`src/rtl/dac_spi_responder_pkg.sv`:
```
// Shared constants for the DAC SPI responder: command codes,
// frame field positions, channel select helper and FSM encoding.
package dac_spi_responder_pkg;

  localparam int NUM_CH = 4;
  localparam int CH_W   = 12;

  localparam logic [3:0] CMD_WRITE         = 4'h0;
  localparam logic [3:0] CMD_UPDATE        = 4'h1;
  localparam logic [3:0] CMD_WRITE_UPD_ALL = 4'h2;
  localparam logic [3:0] CMD_WRITE_UPD     = 4'h3;
  localparam logic [3:0] CMD_PDOWN         = 4'h4;
  localparam logic [3:0] CMD_NOP           = 4'hF;

  localparam logic [3:0] ADDR_ALL = 4'hF;

  localparam int CMD_MSB  = 23;
  localparam int CMD_LSB  = 20;
  localparam int ADDR_MSB = 19;
  localparam int ADDR_LSB = 16;
  localparam int DATA_MSB = 15;
  localparam int DATA_LSB = 4;

  localparam logic [1:0] ST_IDLE  = 2'd0;
  localparam logic [1:0] ST_SHIFT = 2'd1;
  localparam logic [1:0] ST_EXEC  = 2'd2;

  // One-hot channel mask for an address; unknown
  // addresses select nothing.
  function automatic logic [NUM_CH-1:0] chan_sel(
    input logic [3:0] addr
  );
    logic [NUM_CH-1:0] m;
    m = '0;
    if (addr == ADDR_ALL)
      m = '1;
    else if (addr < 4'(NUM_CH))
      m[addr[1:0]] = 1'b1;
    return m;
  endfunction

endpackage

```
`src/rtl/dac_spi_responder_sync_edge.sv`:
```
// Per-signal synchronizer with rise/fall pulses.
// Ports: CLOCK, RESET, i_d (async in), o_q (synced), o_rise, o_fall.
module spi_sync_edge #(
  parameter int   STAGES  = 2,
  parameter logic RST_VAL = 1'b0
) (
  input  logic CLOCK,
  input  logic RESET,
  input  logic i_d,
  output logic o_q,
  output logic o_rise,
  output logic o_fall
);

  logic [STAGES-1:0] r_sync;
  logic              r_prev;

  always_ff @(posedge CLOCK or posedge RESET) begin
    if (RESET) begin
      r_sync <= {STAGES{RST_VAL}};
      r_prev <= RST_VAL;
    end else begin
      r_sync <= {r_sync[STAGES-2:0], i_d};
      r_prev <= r_sync[STAGES-1];
    end
  end

  assign o_q    = r_sync[STAGES-1];
  assign o_rise = r_sync[STAGES-1] & ~r_prev;
  assign o_fall = ~r_sync[STAGES-1] & r_prev;

endmodule

```
`src/rtl/dac_spi_responder.sv`:
```
// SPI responder modelling a 4-channel 12-bit serial DAC.
// Ports: CLOCK/RESET, SPI_SCK/SPI_MOSI/DAC_CS/DAC_CLR in, SPI_MISO echo,
// FRAME_VALID/FRAME_ERROR pulses, CMD/ADDR/DATA, DAC_OUT, POWER_DOWN,
// BIT_COUNT.
module dac_spi_responder
  import dac_spi_responder_pkg::*;
#(
  parameter int FRAME_BITS  = 32,
  parameter int SYNC_STAGES = 2
) (
  input  logic        CLOCK,
  input  logic        RESET,
  input  logic        SPI_SCK,
  input  logic        SPI_MOSI,
  output logic        SPI_MISO,
  input  logic        DAC_CS,
  input  logic        DAC_CLR,
  output logic        FRAME_VALID,
  output logic        FRAME_ERROR,
  output logic [3:0]  CMD,
  output logic [3:0]  ADDR,
  output logic [11:0] DATA,
  output logic [47:0] DAC_OUT,
  output logic [3:0]  POWER_DOWN,
  output logic [5:0]  BIT_COUNT
);

  logic w_sck_q, w_sck_rise, w_sck_fall;
  logic w_mosi_q, w_mosi_rise, w_mosi_fall;
  logic w_cs_q, w_cs_rise, w_cs_fall;
  logic w_clr_q, w_clr_rise, w_clr_fall;

  // Idle levels at reset: CS and CLR high so no
  // spurious frame start or clear after reset.
  spi_sync_edge #(
    .STAGES (SYNC_STAGES),
    .RST_VAL(1'b0)
  ) u_sck (
    .CLOCK (CLOCK),
    .RESET (RESET),
    .i_d   (SPI_SCK),
    .o_q   (w_sck_q),
    .o_rise(w_sck_rise),
    .o_fall(w_sck_fall)
  );

  spi_sync_edge #(
    .STAGES (SYNC_STAGES),
    .RST_VAL(1'b0)
  ) u_mosi (
    .CLOCK (CLOCK),
    .RESET (RESET),
    .i_d   (SPI_MOSI),
    .o_q   (w_mosi_q),
    .o_rise(w_mosi_rise),
    .o_fall(w_mosi_fall)
  );

  spi_sync_edge #(
    .STAGES (SYNC_STAGES),
    .RST_VAL(1'b1)
  ) u_cs (
    .CLOCK (CLOCK),
    .RESET (RESET),
    .i_d   (DAC_CS),
    .o_q   (w_cs_q),
    .o_rise(w_cs_rise),
    .o_fall(w_cs_fall)
  );

  spi_sync_edge #(
    .STAGES (SYNC_STAGES),
    .RST_VAL(1'b1)
  ) u_clr (
    .CLOCK (CLOCK),
    .RESET (RESET),
    .i_d   (DAC_CLR),
    .o_q   (w_clr_q),
    .o_rise(w_clr_rise),
    .o_fall(w_clr_fall)
  );

  logic w_unused;
  assign w_unused = ^{w_sck_q, w_mosi_rise, w_mosi_fall,
                      w_cs_q, w_clr_rise, w_clr_fall};

  logic [1:0]  r_state;
  logic [31:0] r_rx;
  logic [31:0] r_echo;
  logic [31:0] r_shift;
  logic        r_miso;
  logic [5:0]  r_bit_count;
  logic        r_valid;
  logic        r_error;
  logic [3:0]  r_cmd;
  logic [3:0]  r_addr;
  logic [11:0] r_data;

  logic [NUM_CH-1:0][CH_W-1:0] r_in;
  logic [NUM_CH-1:0][CH_W-1:0] r_dac;
  logic [NUM_CH-1:0]           r_pd;

  logic [3:0]  w_rx_cmd;
  logic [3:0]  w_rx_addr;
  logic [11:0] w_rx_data;
  logic [3:0]  w_sel;
  logic        w_exec;
  logic        w_exec_ok;

  assign w_rx_cmd  = r_rx[CMD_MSB:CMD_LSB];
  assign w_rx_addr = r_rx[ADDR_MSB:ADDR_LSB];
  assign w_rx_data = r_rx[DATA_MSB:DATA_LSB];
  assign w_sel     = chan_sel(w_rx_addr);
  assign w_exec    = (r_state == ST_EXEC);
  assign w_exec_ok = w_exec &&
                     (r_bit_count == 6'(FRAME_BITS));

  // Frame FSM, receive shifter and echo path.
  always_ff @(posedge CLOCK or posedge RESET) begin
    if (RESET) begin
      r_state     <= ST_IDLE;
      r_rx        <= '0;
      r_echo      <= '0;
      r_shift     <= '0;
      r_miso      <= 1'b0;
      r_bit_count <= '0;
      r_valid     <= 1'b0;
      r_error     <= 1'b0;
      r_cmd       <= '0;
      r_addr      <= '0;
      r_data      <= '0;
    end else begin
      r_valid <= 1'b0;
      r_error <= 1'b0;
      unique case (r_state)
        ST_IDLE: begin
          if (w_cs_fall) begin
            r_state     <= ST_SHIFT;
            r_bit_count <= '0;
            r_shift     <= r_echo;
            r_miso      <= r_echo[31];
          end
        end
        ST_SHIFT: begin
          if (w_cs_rise) begin
            r_state <= ST_EXEC;
          end else begin
            if (w_sck_rise) begin
              r_rx <= {r_rx[30:0], w_mosi_q};
              if (r_bit_count != 6'h3F)
                r_bit_count <= r_bit_count + 6'd1;
            end
            if (w_sck_fall) begin
              r_shift <= {r_shift[30:0], 1'b0};
              r_miso  <= r_shift[30];
            end
          end
        end
        ST_EXEC: begin
          r_state <= ST_IDLE;
          if (w_exec_ok) begin
            r_valid <= 1'b1;
            r_cmd   <= w_rx_cmd;
            r_addr  <= w_rx_addr;
            r_data  <= w_rx_data;
            r_echo  <= r_rx;
          end else begin
            r_error <= 1'b1;
          end
        end
        default: r_state <= ST_IDLE;
      endcase
    end
  end

  logic [NUM_CH-1:0][CH_W-1:0] w_in_nxt;
  logic [NUM_CH-1:0][CH_W-1:0] w_dac_nxt;
  logic [NUM_CH-1:0]           w_pd_nxt;

  // Command execution; a held clear overrides any
  // write landing in the same cycle.
  always_comb begin
    w_in_nxt  = r_in;
    w_dac_nxt = r_dac;
    w_pd_nxt  = r_pd;
    if (w_exec_ok) begin
      case (w_rx_cmd)
        CMD_WRITE: begin
          for (int ch = 0; ch < NUM_CH; ch++)
            if (w_sel[ch]) w_in_nxt[ch] = w_rx_data;
        end
        CMD_UPDATE: begin
          for (int ch = 0; ch < NUM_CH; ch++)
            if (w_sel[ch]) begin
              w_dac_nxt[ch] = r_in[ch];
              w_pd_nxt[ch]  = 1'b0;
            end
        end
        CMD_WRITE_UPD_ALL: begin
          for (int ch = 0; ch < NUM_CH; ch++) begin
            if (w_sel[ch]) w_in_nxt[ch] = w_rx_data;
            w_dac_nxt[ch] = w_in_nxt[ch];
          end
        end
        CMD_WRITE_UPD: begin
          for (int ch = 0; ch < NUM_CH; ch++)
            if (w_sel[ch]) begin
              w_in_nxt[ch]  = w_rx_data;
              w_dac_nxt[ch] = w_rx_data;
              w_pd_nxt[ch]  = 1'b0;
            end
        end
        CMD_PDOWN: begin
          for (int ch = 0; ch < NUM_CH; ch++)
            if (w_sel[ch]) w_pd_nxt[ch] = 1'b1;
        end
        default: ;
      endcase
    end
    if (!w_clr_q) begin
      w_in_nxt  = '0;
      w_dac_nxt = '0;
    end
  end

  always_ff @(posedge CLOCK or posedge RESET) begin
    if (RESET) begin
      r_in  <= '0;
      r_dac <= '0;
      r_pd  <= '0;
    end else begin
      r_in  <= w_in_nxt;
      r_dac <= w_dac_nxt;
      r_pd  <= w_pd_nxt;
    end
  end

  assign SPI_MISO    = r_miso;
  assign FRAME_VALID = r_valid;
  assign FRAME_ERROR = r_error;
  assign CMD         = r_cmd;
  assign ADDR        = r_addr;
  assign DATA        = r_data;
  assign DAC_OUT     = r_dac;
  assign POWER_DOWN  = r_pd;
  assign BIT_COUNT   = r_bit_count;

endmodule

```
`config.mk`:
```
export PLATFORM = sky130hd
export DESIGN_NAME = dac_spi_responder
export DESIGN_NICKNAME = d
export VERILOG_FILES = /design/src/rtl/dac_spi_responder_pkg.sv /design/src/rtl/dac_spi_responder_sync_edge.sv /design/src/rtl/dac_spi_responder.sv
export SDC_FILE = /design/constraint.sdc
export NUM_CORES = 1
export LEC_CHECK = 0
export BUFFER_PORTS_ARGS = -buffer_cell sky130_fd_sc_hd__clkbuf_2
export CAP_MARGIN = 20
export CORE_UTILIZATION = 55
export CTS_BUF_LIST = sky130_fd_sc_hd__clkbuf_4 sky130_fd_sc_hd__clkbuf_8
export CTS_CLUSTER_SIZE = 10
export DETAILED_ROUTE_END_ITERATION = 8
export GPL_TIMING_DRIVEN = 1
export HOLD_SLACK_MARGIN = 0.06
export PLACE_DENSITY = 0.83
export SLEW_MARGIN = 20
export SYNTH_ARGS = -nofsm -noshare
export SYNTH_HDL_FRONTEND = slang
export SYNTH_SLANG_ARGS = --single-unit
```
`constraint.sdc`:
```
create_clock -name CLOCK -period 7.87 [get_ports CLOCK]
set_clock_uncertainty 0.2 [all_clocks]
set_input_delay 0.3935 -clock CLOCK [delete_from_list [all_inputs] [get_ports CLOCK]]
set_output_delay 0.3935 -clock CLOCK [all_outputs]
set_load 0.03 [all_outputs]
```
==> flow_summary.toml <==
[floorplanning]
ioPinCount = 87
placementRows = 47
initial_core_util_pct = 56.7
core_area_mm2 = 0.0166
die_x_um = 133
die-area_mm2 = 0.0177
die_h_um = 133

[global_route]
grt_overflow = 0
grt_pass1_vias = 6449
antenna_found_initial = 0
grt.total_usage_pct = 24.0
grt_pass1_wl_um = 33500
grt_max_degree = 139

[yosys]
synth_area_leaders = "dfrtp_1 (56%), mux2_2 (13%), nand2_1 (5.3%)"
synth_top_area_share_pct = 56.0
netlist_area_mm2 = 0.00944
synth_fp_nets = 853
ys_seq_elements = 216
ys_types = 48
syn_avg_cell_area_um2 = 11.2
synth-warning-count = 0
yosysSeqAreaShare_pct = 57.3
synthCells = 845
synth_top_area_cell = "dfrtp_1"
yosysMostFrequentCell = "dfrtp_1"
synth_common_cells = "dfrtp_1 (211), nand2_1 (133), mux2_2 (106)"
ys_async_sr_fraction_pct = 100
synth_ff_type = "dfrtp_1"
synth_edf_count = 0

[detailed_routing]
ant_nets = 0
avgRoutedWirePerCell_um = 17.9
drt-total-wl_um = 20600
dr.pass1.iters = 5
drc = 0
viasPerCell = 5.82
num_vias = 6694
first_iter_violations = 545

[clock_network]
clock_path_buffers = 3
clock-sinks = 216
cts_resized = 0
worstSkewPairLatency_ps = 510
post_cts_buffers = 0
cts_buffers = 34
clockRootBuffer = "clkbuf_8"
htreeDepth = 2
clk_pin_slew_ps = 60
hold_buffers = 5
cts_tree = "built"

[placement]
gp_congestion = 0.843
dpl.hpwl_um = 13200
place.port_buffers = 86

[final_layout]
syn_to_final_growth_pct = 12.0
layout-drive-gt1-share_pct = 30.2
nFillCells = 1260
fin_nets = 918
num_antenna_cells = 0
fin_util_pct = 63.5

[sta]
setup_viol = 0
setup_tns_ps = 0
rsz0062_at_grt = "false"
timing.final.crit_period_ps = 2760
finalCritPeriodShare_pct = 35.0
slew_headroom_pct = 32.8
max_slew.worst_pin.slew_ps = 1000
max_freq_mhz = 363
drv_slew = 0
hold_viol_final = 0

[pwr]
max-vdd-ir-drop_mv = 0.121
p_leak_nw = 4.97
p_per_area_mw_per_mm2 = 230

[worst_setup_path]
worstPathMaxFanout = 28
cp_data_required_time_ps = 8100
startpoint_type = "flip-flop"
setup.worst_path.class = "reg2reg"
cp-end-kind = "flip-flop"
critPathArrivalTime_ps = 2980

[run_status]
status = "finished clean"

[hold_path]
hp-class = "reg2reg"

[job]
max_cap_violations = 0
state kept, by name, summed over array words and instances (netlist names):
| signal | flops |
|---|---|
| DAC_OUT | 48 |
| r_in | 48 |
| r_echo | 32 |
| r_rx | 32 |
| r_shift | 31 |
| BIT_COUNT | 6 |
| POWER_DOWN | 4 |
| r_state | 2 |
| u_clr.r_sync | 2 |
| u_cs.r_sync | 2 |
| u_mosi.r_sync | 2 |
| u_sck.r_sync | 2 |
| FRAME_ERROR | 1 |
| FRAME_VALID | 1 |
| SPI_MISO | 1 |
| u_cs.r_prev | 1 |
| u_sck.r_prev | 1 |
cell families after synthesis:
logic type	after synthesis	share of synthesized area, %
AOI/OAI and AO/OA	168	10.8
xor gates and xnor gates	3	0.278
adders and majority gates	2	0.265
buffers and inverters	85	4.87
DFF	216	57.3
muxes	131	15.3
and+or+nand+nor	240	11.1
final cells by class:
| type | instances | area, um2 | share of cell area (%) |
|---|---|---|---|
| Inverter | 10 | 45.0 | 0.426 |
| Timing Repair Buffer | 104 | 578 | 5.47 |
| Clock inverter | 4 | 22.5 | 0.213 |
| Sequential cell | 216 | 5410 | 51.2 |
| Clock buffer | 52 | 641 | 6.06 |
| Tap cell | 220 | 275 | 2.61 |
| Multi-Input combinational cell | 544 | 3590 | 34.0 |
layer usage:
layer  vias up  wire (um)  global-route usage, %
met1      3332       8930                   33.2
li1       3048          -                      -
met5         -          0                      0
met2       266       9650                   37.1
met4         0        493                   9.07
met3        48       1490                   5.52
critical path, stage by stage, from the launching register on:
cell and delay [ps]:
dfrtp_1 470, or3_1 470, or4_1 540, buf_4 250, nor2_2 430, nand2_1 130, a21oi_1 170
report_power, final:
part           switching, mW  internal [mW]  total, mW
clock                  0.412          0.516      0.928
sequential            0.0727           1.20       1.27
combinational          0.146         0.0852      0.231
total                  0.631           1.80       2.43
cell usage in the layout, fill, tap and decap left out, types with 2 or more instances in the layout:
cell type / n
mux2i_1: 25
ha_1: 2
inv_1: 8
clkbuf_4: 12
nor2_2: 2
o41ai_1: 4
clkinv_2: 3
or2_2: 3
xnor2_1: 3
clkbuf_8: 40
nand2_1: 133
o21ai_1: 2
o21ai_0: 67
and4_1: 2
dfstp_2: 5
buf_4: 13
a2111oi_0: 2
a21oi_1: 27
nand2b_1: 5
a31oi_1: 32
nor3b_1: 2
nand3_1: 7
clkbuf_2: 86
nor2_1: 66
o2bb2ai_1: 24
dfrtp_1: 211
and3_1: 3
nor2b_1: 4
mux2_2: 106
dlygate4sd3_1: 5
nor2_8: 2
nor4b_1: 2
metrics by stage:
step / area (um2) / hold slack [ps] / power [mW] / worst slack, ps / cells
final: 10600 / 149 / 2.43 / 5110 / 1150
after global routing: 10600 / 151 / 2.53 / 4990 / 1150
after CTS: 10600 / 150 / 2.45 / 5160 / 1150
after detailed placement: 9850 / 137 / 1.52 / 5200 / 1089
after global placement: 9850 / 131 / 1.50 / 5250 / 1089
after floorplan: 9440 / 131 / 1.45 / 1380 / 845
final timing paths:
path                                  from         endpoint  slack, ps  depth (start not counted)
min in group asynchronous            RESET         r_in[38]        450                          3
setup reg to reg              BIT_COUNT[2]         r_in[15]       5110                          6
setup / recovery              BIT_COUNT[2]         r_in[15]       5110                          6
hold reg to reg            u_sck.r_sync[0]  u_sck.r_sync[1]        150                          0
hold / removal             u_sck.r_sync[0]  u_sck.r_sync[1]        150                          0
max in group asynchronous            RESET      DAC_OUT[19]       5520                          4
Power figures use the tool's default switching activity.
